<file path="src/rtl/mtime_reader_pkg.sv">
// Shared definitions for the CLINT mtime reader: FSM state encoding and
// default CLINT address map.
package mtime_reader_pkg;

    typedef enum logic [2:0] {
        IDLE  = 3'd0,
        AR_H1 = 3'd1,
        R_H1  = 3'd2,
        AR_L  = 3'd3,
        R_L   = 3'd4,
        AR_H2 = 3'd5,
        R_H2  = 3'd6,
        RESP  = 3'd7
    } mtime_rd_state_t;

    localparam logic [31:0] CLINT_BASE   = 32'h0200_0000;
    localparam logic [3:0]  MTIME_LO_OFF = 4'h8;
    localparam logic [3:0]  MTIME_HI_OFF = 4'hC;

endpackage

</file>
<file path="src/rtl/mtime_reader.sv">
// Reads the 64-bit CLINT mtime over a 32-bit AR/R channel as high-low-high,
// retrying on a high-word mismatch, and hands a tear-free sample to a consumer.
module mtime_reader
    import mtime_reader_pkg::*;
#(
    parameter logic [31:0] BASE_ADDR = CLINT_BASE,
    parameter logic [3:0]  LO_OFF    = MTIME_LO_OFF,
    parameter logic [3:0]  HI_OFF    = MTIME_HI_OFF,
    parameter int          MAX_RETRY = 3
) (
    input  logic        clock,
    input  logic        reset,
    input  logic        req_valid_i,
    output logic        req_ready_o,
    output logic        resp_valid_o,
    input  logic        resp_ready_i,
    output logic [63:0] resp_time_o,
    output logic        resp_err_o,
    output logic        arvalid_o,
    input  logic        arready_i,
    output logic [31:0] araddr_o,
    input  logic        rvalid_i,
    output logic        rready_o,
    input  logic [31:0] rdata_i
);

    localparam int CNT_W = (MAX_RETRY > 0) ? $clog2(MAX_RETRY + 1) : 1;
    localparam logic [31:0] ADDR_HI = BASE_ADDR + {28'd0, HI_OFF};
    localparam logic [31:0] ADDR_LO = BASE_ADDR + {28'd0, LO_OFF};
    localparam logic [CNT_W-1:0] RETRY_LIMIT = CNT_W'(MAX_RETRY);

    mtime_rd_state_t  state;
    logic [CNT_W-1:0] retry;
    logic [31:0]      hi1;
    logic [31:0]      lo;

    // All outputs are registered; araddr_o is held through each R phase
    // because the CLINT decodes rdata from the live address.
    always_ff @(posedge clock or negedge reset) begin
        if (!reset) begin
            state        <= IDLE;
            retry        <= '0;
            hi1          <= '0;
            lo           <= '0;
            req_ready_o  <= 1'b1;
            resp_valid_o <= 1'b0;
            resp_time_o  <= '0;
            resp_err_o   <= 1'b0;
            arvalid_o    <= 1'b0;
            araddr_o     <= '0;
            rready_o     <= 1'b0;
        end else begin
            case (state)
                IDLE: begin
                    if (req_valid_i) begin
                        retry       <= '0;
                        req_ready_o <= 1'b0;
                        arvalid_o   <= 1'b1;
                        araddr_o    <= ADDR_HI;
                        state       <= AR_H1;
                    end
                end
                AR_H1, AR_L, AR_H2: begin
                    if (arready_i) begin
                        arvalid_o <= 1'b0;
                        rready_o  <= 1'b1;
                        case (state)
                            AR_H1:   state <= R_H1;
                            AR_L:    state <= R_L;
                            default: state <= R_H2;
                        endcase
                    end
                end
                R_H1: begin
                    if (rvalid_i) begin
                        hi1       <= rdata_i;
                        rready_o  <= 1'b0;
                        arvalid_o <= 1'b1;
                        araddr_o  <= ADDR_LO;
                        state     <= AR_L;
                    end
                end
                R_L: begin
                    if (rvalid_i) begin
                        lo        <= rdata_i;
                        rready_o  <= 1'b0;
                        arvalid_o <= 1'b1;
                        araddr_o  <= ADDR_HI;
                        state     <= AR_H2;
                    end
                end
                R_H2: begin
                    if (rvalid_i) begin
                        rready_o <= 1'b0;
                        // The second high word is compared as it arrives.
                        if (rdata_i == hi1) begin
                            resp_time_o  <= {hi1, lo};
                            resp_err_o   <= 1'b0;
                            resp_valid_o <= 1'b1;
                            state        <= RESP;
                        end else if (retry < RETRY_LIMIT) begin
                            retry     <= retry + 1'b1;
                            arvalid_o <= 1'b1;
                            araddr_o  <= ADDR_HI;
                            state     <= AR_H1;
                        end else begin
                            resp_time_o  <= {rdata_i, lo};
                            resp_err_o   <= 1'b1;
                            resp_valid_o <= 1'b1;
                            state        <= RESP;
                        end
                    end
                end
                RESP: begin
                    if (resp_ready_i) begin
                        resp_valid_o <= 1'b0;
                        req_ready_o  <= 1'b1;
                        state        <= IDLE;
                    end
                end
                default: begin
                    state <= IDLE;
                end
            endcase
        end
    end

endmodule

</file>
<file path="config.mk">
export PLATFORM = sky130hd
export DESIGN_NAME = mtime_reader
export DESIGN_NICKNAME = d
export VERILOG_FILES = /design/src/rtl/mtime_reader_pkg.sv /design/src/rtl/mtime_reader.sv
export SDC_FILE = /design/constraint.sdc
export NUM_CORES = 1
export LEC_CHECK = 0
export ABC_AREA = 1
export BUFFER_PORTS_ARGS = -buffer_cell sky130_fd_sc_hd__buf_2
export CAP_MARGIN = 20
export CORE_MARGIN = 1
export CORE_UTILIZATION = 54
export DETAILED_ROUTE_END_ITERATION = 7
export GPL_ROUTABILITY_DRIVEN = 1
export PLACE_DENSITY = 0.79
export SLEW_MARGIN = 25
export SYNTH_ARGS = -nofsm -noshare
export SYNTH_HDL_FRONTEND = slang
export SYNTH_SLANG_ARGS = --single-unit
export TNS_END_PERCENT = 10
</file>
<file path="constraint.sdc">
create_clock -name clock -period 1.71 [get_ports clock]
set_input_delay 0.171 -clock clock [delete_from_list [all_inputs] [get_ports clock]]
set_output_delay 0.171 -clock clock [all_outputs]
set_load 0.005 [all_outputs]
</file>
### Word-level counts from Yosys, hierarchy flattened

Cells that the tools add are included.

| operators by class | value |
|---|---|
| add/sub/neg operators | 1 |
| magnitude comparators | 1 |
| equality and inequality tests | 20 |
| mux-type cells | 43 |
| reduce and logical (&&, ||, !) cells | 20 |

Operators by type and width:

| operator | count |
|---|---|
| 32-bit 2-to-1 mux | 6 |
| 64-bit 2-to-1 mux | 2 |
| 32-bit one-hot mux with 4 select lines | 1 |
| 32-bit == test | 1 |
| 3-bit 2-to-1 mux | 8 |
| 2-bit != test, second input constant | 9 |
| 3-bit one-hot mux with 6 select lines | 1 |
| 1-bit 2-to-1 mux | 15 |
| 7-bit AND reduction | 2 |
| 3-bit == test, second input constant | 4 |
| 3-bit AND reduction | 3 |
| 2-bit 2-to-1 mux | 4 |
| 2-bit nonzero test | 4 |
| 4-bit nonzero test | 2 |
| 3-bit by 2-bit == test with 1-bit output, second input constant | 2 |
| 1-bit one-hot mux with 2 select lines | 3 |
| 3-bit one-hot mux with 2 select lines | 1 |
| 6-bit AND reduction | 1 |
| 3-bit OR reduction | 2 |
| 5-bit AND reduction | 1 |
| 2-bit by 1-bit != test with 1-bit output, second input constant | 2 |
| 1-bit one-hot mux with 4 select lines | 1 |
| 2-bit one-hot mux with 2 select lines | 1 |
| 2-bit AND reduction | 2 |
| other kinds (7) | 7 |

| storage, ports and cells | value |
|---|---|
| register bits | 170 |
| input port bits | 38 |

### Longest topological paths before layout

Gate-level depths: netlist of the first run.

| depth | value |
|---|---|
| depth in word-level cells | 5 |
| gate-level depth with buffers | 14 |

### Worst setup path before layout of the first run

OpenSTA, ideal clock, no wires.

| timing | value |
|---|---|
| kind | reg2reg |
| from | reg hi1[23] |
| to | reg resp_time_o[56] |
| setup time | 117 ps |
| arrival time | 1429 ps |
| slack | 164 ps |
| stages on the path, launching flop included | 13 |
| buffers on the path | 2 |
| clock period less this slack | 1546 ps |
| cell sequence | dfrtp_1 -> xnor2_1 -> nand2_1 -> nor2_1 -> nand2_1 -> nor2_2 -> nand2_2 -> nand2_2 -> nand3_2 -> buf_6 -> buf_6 -> nand2_2 -> nand2_1 |

| on the way | value |
|---|---|
| cells in the longest elaborated chain, start to end | 3 |
| elaborated cells on any way between the ends | 4 |
| classes of those cells | eq/ne (2); mux (1); reduce/logical (1) |

Ends and longest elaborated chain:

| what | line | text |
|---|---|---|
| start, declared | mtime_reader.sv:34 | `logic [31:0] hi1;` |
| start signal, assigned | mtime_reader.sv:76 | `hi1 <= rdata_i;` |
| 32-bit == test * | mtime_reader.sv:96 | `if (rdata_i == hi1) begin` |
| 2-bit != test (no source line) | n/a |  |
| 3-bit AND reduction (no source line) | n/a |  |
| end signal, assigned | mtime_reader.sv:97 | `resp_time_o <= {hi1, lo};` |
| end signal, assigned | mtime_reader.sv:107 | `resp_time_o <= {rdata_i, lo};` |
| end, declared | mtime_reader.sv:17 | `output logic [63:0] resp_time_o,` |

Mark *: on every way between the ends. The rest lies on a longest branch, timed or not.
A chain may end at the register's enable or synchronous reset.

### Final worst setup path of the first run

| timing | value |
|---|---|
| from | reg hi1[29] |
| to | reg resp_err_o |

| on the way | value |
|---|---|
| cells in the longest elaborated chain, start to end | 3 |
| elaborated cells on any way between the ends | 4 |
| classes of those cells | eq/ne (2); mux (1); reduce/logical (1) |

Ends and longest elaborated chain:

| what | line | text |
|---|---|---|
| 32-bit == test * | mtime_reader.sv:96 |  |
| 2-bit != test (no source line) | n/a |  |
| 3-bit AND reduction (no source line) | n/a |  |
| end signal, assigned | mtime_reader.sv:48 | `resp_err_o <= 1'b0;` |
| end signal, assigned | mtime_reader.sv:98 | `resp_err_o <= 1'b0;` |
| end signal, assigned | mtime_reader.sv:108 | `resp_err_o <= 1'b1;` |
| end, declared | mtime_reader.sv:18 | `output logic resp_err_o,` |

Marks and branches as above.

==> results.txt, run 1 <==
Max Buffers Root-to-Sink = 2
Remaining antenna violation count = 0
Drt via density = 4.96
WL final = 13600 microns
Placed insts = 968
Largest fanout on the critical path = 14
Final nets = 885
TritonCTS clock tree = built
Die Wd = 110 microns
Io pins = 139
Fin area = 0.00768 sq mm
Failing checks = setup timing
Period utilisation layout = 1.02
Max-cap violations = 0
GP Congestion = 0.812
Ys Warns = 0
Row count = 39
CP max stage cell = dfrtp_1
Area leader, netlist = dfrtp_1
Overall global routing resource usage = 0.244
Routed WL per cell = 13.6 microns
Worst Skew = 0.00675 ns
Core ar. = 0.0114 sq mm
Crit path kind = register to register
Clock-pin slew on the worst setup and hold paths = 0.06 ns
Synth area leaders = dfrtp_1 (55%), nand2_1 (14%), nand3_1 (5.8%)
Grt ovf = 0
Internal = 7.70 mW
Area Overhead vs Synth = 21.0%
Final critical-path required period = 1.74 ns
Outcome = finished, violations left
Yosys reg bits = 140
Seq/Total Area, Yosys = 0.552
DP Wirelength = 8870 microns
Fmax = 574 MHz
Power density over the cells = 1430 mW/mm^2
Netlist Area Pre-Place = 0.00634 sq mm
Combinational Power Share = 0.218
Commonest cells after routing, fill and taps aside = nand2_1 (227), dfrtp_1 (137), buf_2 (108)
Setup TNS = -0.181 ns
LEAKAGE = 4.21 nW
I/O Buffers = 109
DRC violations left = 0
Clock Sink Count = 140
RSZ-0062 raised after global routing = true
Buffers and inverters on the worst path = 1
Die Footprint = 0.0122 sq mm
Placed standard-cell area = 0.00698 sq mm
VDD IR max = 0.000975 V
Clk_lat worst skew = 0.41 ns
Net Sw Frac = 0.300
First-pass GRT wire length = 22200 microns
Clock network power share = 0.342
Most frequent CP cell = nand2_1
Final setup fails = 18
Num CTS Buffers = 17
CP endpoint kind = register
Commonest non-fill, non-tap cell in the layout = nand2_1
Gr busiest metal = met2
Final Hold Fails = 0
Vias in the first global route = 4705
Min Hold Slack = 0.0258 ns
Number of library cell types mapped by synthesis = 24
Synth Area per Inst = 8.64 sq um
Ant diodes = 0
Met3 Use GR = 0.0635
Final Instance Count excl. Fillers = 1000
M2 GR Usage = 0.379
Data required time of the worst path = 2.06 ns
Initial core utilization = 0.556
First-pass detailed-route iteration total = 5
Critical path's largest stage delay = 0.39 ns
Total number of vias = 4962
Syn Inst Count = 734
Initial antenna violation count = 0
Top cell family by delay on the critical path = simple AND/OR/NAND/NOR gates
Fin. max-slew vios = 0
Iteration-0 DRC Markers = 328
Hold Path Class = input pin to register
Reg power frac = 0.440
Root buf cell = clkbuf_16
Largest net degree at the start of global routing = 48
PnR worst setup slack = -0.0319 ns
Worst endpoint data arrival time = 2.09 ns
Share of the synthesized area in the top cell type = 0.548
Crit-path cells = xnor2_1 -> nand2_1 -> nor2_1 -> nand2_1 -> nor2_4 -> nand3_1 -> nand2_4 -> buf_8 -> nand3_1 -> nand2_1
CP startpoint kind = register
Met1 Use GR = 0.332
H-Tree Level Count = 4
Die Ht = 110 microns
Ratio of cells with drive above 1 in the final layout = 0.252
Switching power = 3.29 mW
==> area by class of cell <==
type / instances / area (sq um)
Sequential cell: 140 / 3510
Tap cell: 143 / 179
Clock buffer: 22 / 454
Fill cell: 946 / 3740
Inverter: 57 / 214
Clock inverter: 8 / 143
Timing Repair Buffer: 130 / 826
Multi-Input combinational cell: 500 / 2360
==> registers in the layout (all words and copies together) (netlist names) <==
signal	cells
araddr_o	2
arvalid_o	1
hi1	32
lo	32
req_ready_o	1
resp_err_o	1
resp_time_o	64
resp_valid_o	1
retry	2
rready_o	1
state	3
==> worst paths after layout <==
kind	slack (ns)	depth (start not counted)	startpoint	end
worst min-delay path	0.03	3	rdata_i[29]	resp_time_o[61]
min in group asynchronous	0.27	2	reset	resp_time_o[58]
worst min register to register	0.46	2	resp_time_o[0]	resp_time_o[0]
worst max register to register	-0.03	10	hi1[29]	resp_err_o
worst max-delay path	-0.03	10	hi1[29]	resp_err_o
max in group asynchronous	0.84	3	reset	hi1[4]
==> cell usage after synthesis (all sizes together) <==
| cell | count |
|---|---|
| a21oi | 7 |
| buf | 44 |
| clkbuf | 21 |
| clkinv | 1 |
| conb | 1 |
| dfrtp | 139 |
| dfstp | 1 |
| ha | 1 |
| inv | 56 |
| nand2 | 267 |
| nand3 | 74 |
| nand3b | 1 |
| nor2 | 27 |
| nor3 | 1 |
| o21ai | 69 |
| o221ai | 1 |
| xnor2 | 23 |
==> metrics by stage <==
stage,total power [mW],setup WS (ns),utilization
2_1_floorplan,6.45,0.164,-
3_3_place_gp,7.08,-0.0295,0.611
3_5_place_dp,7.19,-0.0390,0.611
4_1_cts,11.0,-0.0487,0.669
5_1_grt,11.7,-0.184,0.672
6_report,11.0,-0.0319,0.672
==> power by group through the flow <==
stage | Sequential [mW] | Combinational, mW | Clock [mW]
6_report | 4.84 | 2.40 | 3.76
5_1_grt | 4.94 | 2.82 | 3.98
4_1_cts | 4.81 | 2.39 | 3.82
3_5_place_dp | 4.85 | 2.34 | 0
3_3_place_gp | 4.81 | 2.27 | 0
2_1_floorplan | 4.74 | 1.72 | 0
==> layer usage <==
metal  wire length (microns)  up-vias
met5                       0        -
met4                     158        0
met3                     575       16
met2                    6560      137
met1                    6310     2337
li1                        -     2472
==> cell families (layout without fill, tap and decap cells) <==
logic type,after synthesis,count (layout),synth area share
AO/OA/AOI/OAI,77,77,0.0613
XOR/XNOR,23,23,0.0318
adder cells (fa/ha/maj),1,1,0.00197
buffers and inverters,122,217,0.103
flip-flops,140,140,0.552
other,1,29,0.000591
AND/OR/NAND/NOR,370,370,0.249
==> worst reg2reg max path: stages, from the launching register on <==
cell and delay, ns:
dfrtp_1 0.39, xnor2_1 0.17, nand2_1 0.08, nor2_1 0.12, nand2_1 0.10, nor2_4 0.14
nand3_1 0.13, nand2_4 0.17, buf_8 0.17, nand3_1 0.11, nand2_1 0.10
==> repair_timing <==
item | 4_1_cts | 5_1_grt
pin swaps | 1 | 1
setup buffers | 0 | 0
gates resized for setup | 7 | 16
endpoints found under the setup margin | 54 | 74
hold buffers | 1 | 0
gates cloned | 1 | 0
endpoints found under the hold margin | 44 | 0
Power figures use the tool's default switching activity.
==> run 2, diff against run 1 <==
CTS_CLUSTER_SIZE = 10   (was unset)
RECOVER_POWER = 25   (was unset)
==> run 2 against run 1 <==
Compared with the run above:
- the run still ends with setup timing left
- die area is the same
- non-clock buffer count unchanged
- sequential cell count unchanged
- sequential power is essentially flat
- critical path depth unchanged
- first-iteration DRC count down 4.6%
- register-to-register slack hardly changed
- final cell count is the same
- clock power about the same
- clock skew shrank 0.00050 ns
- global-route usage stayed put
- clock-buffer cell count stayed put
- critical endpoint unchanged
==> results.txt, run 2 (synthesis results as in run 1) <==
LEAKAGE = 4.20 nW (was 4.21 nW)
Worst endpoint data arrival time = 2.09 ns (about the same)
Total number of vias = 4977 (was 4962)
DP Wirelength = 8870 microns (unchanged)
Io pins = 139 (unchanged)
Final nets = 885 (unchanged)
CP startpoint kind = register (unchanged)
Failing checks = setup timing (unchanged)
Biggest registers after layout = resp_time_o x64, hi1 x32, lo x32 (unchanged)
Commonest non-fill, non-tap cell in the layout = nand2_1 (unchanged)
First-pass detailed-route iteration total = 4 (was 5)
Met3 Use GR = 0.0635 (unchanged)
First-pass GRT wire length = 22200 microns (unchanged)
Power density over the cells = 1430 mW/mm^2 (about the same)
Final setup fails = 17 (was 18)
CP endpoint kind = register (unchanged)
WL final = 13600 microns (about the same)
TritonCTS clock tree = built (unchanged)
Gr busiest metal = met2 (unchanged)
I/O Buffers = 109 (unchanged)
H-Tree Level Count = 4 (unchanged)
Most frequent CP cell = nand2_1 (unchanged)
RSZ-0062 raised after global routing = true (unchanged)
Relative slew slack = 0.195
Initial core utilization = 0.556 (unchanged)
Die Ht = 110 microns (unchanged)
Grt ovf = 0 (unchanged)
Period utilisation layout = 1.02 (about the same)
Setup TNS = -0.193 ns (was -0.181 ns)
Die Footprint = 0.0122 sq mm (unchanged)
Critical path's largest stage delay = 0.39 ns (about the same)
Root buf cell = clkbuf_16 (unchanged)
Hold Path Class = input pin to register (unchanged)
CP max stage cell = dfrtp_1 (unchanged)
DRC violations left = 0 (unchanged)
Outcome = finished, violations left (unchanged)
Fmax = 574 MHz (about the same)
Max Buffers Root-to-Sink = 2 (unchanged)
Remaining antenna violation count = 0 (unchanged)
Drt via density = 4.98 (was 4.96)
Area Overhead vs Synth = 20.6% (was 21.0%)
Top cell family by delay on the critical path = simple AND/OR/NAND/NOR gates (unchanged)
Met1 Use GR = 0.332 (unchanged)
Num CTS Buffers = 17 (unchanged)
Ant diodes = 0 (unchanged)
Final critical-path required period = 1.74 ns (about the same)
Iteration-0 DRC Markers = 313 (was 328)
Data required time of the worst path = 2.06 ns (about the same)
Overall global routing resource usage = 0.244 (unchanged)
Worst Skew = 0.00624 ns (was 0.00675 ns)
Vias in the first global route = 4705 (unchanged)
Row count = 39 (unchanged)
Final Hold Fails = 0 (unchanged)
Fin. max-slew vios = 0 (unchanged)
Largest net degree at the start of global routing = 48 (unchanged)
Max-cap violations = 0 (unchanged)
Commonest cells after routing, fill and taps aside = nand2_1 (227), dfrtp_1 (137), buf_2 (108) (unchanged)
PnR worst setup slack = -0.0331 ns (was -0.0319 ns)
Max FFs per register = 64 (unchanged)
Buffers and inverters on the worst path = 1 (unchanged)
Ratio of cells with drive above 1 in the final layout = 0.252 (unchanged)
Largest fanout on the critical path = 14 (unchanged)
Core ar. = 0.0114 sq mm (unchanged)
Crit path kind = register to register (unchanged)
VDD IR max = 0.000967 V (was 0.000975 V)
Most flops, register = resp_time_o (unchanged)
M2 GR Usage = 0.379 (unchanged)
Initial antenna violation count = 0 (unchanged)
Routed WL per cell = 13.6 microns (about the same)
Clock-pin slew on the worst setup and hold paths = 0.06 ns (about the same)
Clk_lat worst skew = 0.41 ns (about the same)
Min Hold Slack = 0.0262 ns (was 0.0258 ns)
Crit-path cells = xnor2_1 -> nand2_1 -> nor2_1 -> nand2_1 -> nor2_4 -> nand3_1 -> nand2_4 -> buf_8 -> nand3_1 -> nand2_1 (unchanged)
Clock Sink Count = 140 (unchanged)
Worst-margin pin slew = 1.21 ns
GP Congestion = 0.812 (unchanged)
Die Wd = 110 microns (unchanged)
==> run 2: path summary, 6_finish.rpt <==
check / startpoint / to / slack [ns] / cells past startpoint
max reg2reg: hi1[29] / resp_err_o / -0.03 / 10
max: hi1[29] / resp_err_o / -0.03 / 10
min: rdata_i[29] / resp_time_o[61] / 0.03 / 3
max in group asynchronous: reset / req_ready_o / 0.16 / 3
min reg2reg: resp_time_o[0] / resp_time_o[0] / 0.46 / 2
min in group asynchronous: reset / resp_time_o[60] / 0.55 / 2
==> run 2: stage by stage <==
stage / utilization / total power [mW] / setup WS [ns] / std cells / cell area (sq um)
finish: 0.670 / 11.0 / -0.0331 / 1000 / 7650
global route: 0.670 / 11.7 / -0.184 / 1000 / 7650
CTS: 0.669 / 11.0 / -0.0487 / 1000 / 7640
detailed placement: 0.611 / 7.19 / -0.0390 / 968 / 6980
global placement: 0.611 / 7.08 / -0.0295 / 968 / 6980
floorplan: - / 6.45 / 0.164 / 762 / 6450
==> run 2: power breakdown <==
part	internal (mW)	leakage, nW	switching [mW]
Clock	2.45	0.290	1.29
Sequential	4.23	1.80	0.603
Combinational	1.01	2.11	1.38
==> run 2: layer usage <==
| metal | vias up | share of wire |
|---|---|---|
| met1 | 2332 | 0.46 |
| met2 | 156 | 0.48 |
| li1 | 2472 | - |
| met4 | 0 | 0.012 |
| met5 | - | 0 |
| met3 | 17 | 0.048 |
==> run 2: cell type report <==
type / instances / area (sq um)
clock buffer: 22 / 454
clock inverter: 8 / 143
fill: 952 / 3770
inverter: 57 / 214
multi-input combinational: 500 / 2360
sequential: 140 / 3510
tap: 143 / 179
timing repair buffer: 130 / 798
==> run 2: worst reg2reg max path: cells and delay by family, from the launching register on <==
kind | cells | cell delay, ns
AND/OR/NAND/NOR | 8 | 0.95
buffers and inverters | 1 | 0.17
XOR/XNOR | 1 | 0.17
flip-flops | 1 | 0.39
==> run 2: timing repair <==
item | CTS | global route
endpoints found under the setup margin | 54 | 74
hold endpoints to repair | 44 | 0
pin swaps | 1 | 1
hold buffers | 1 | 0
resized for setup | 7 | 16
cloned | 1 | 0
setup buffers | 0 | 0
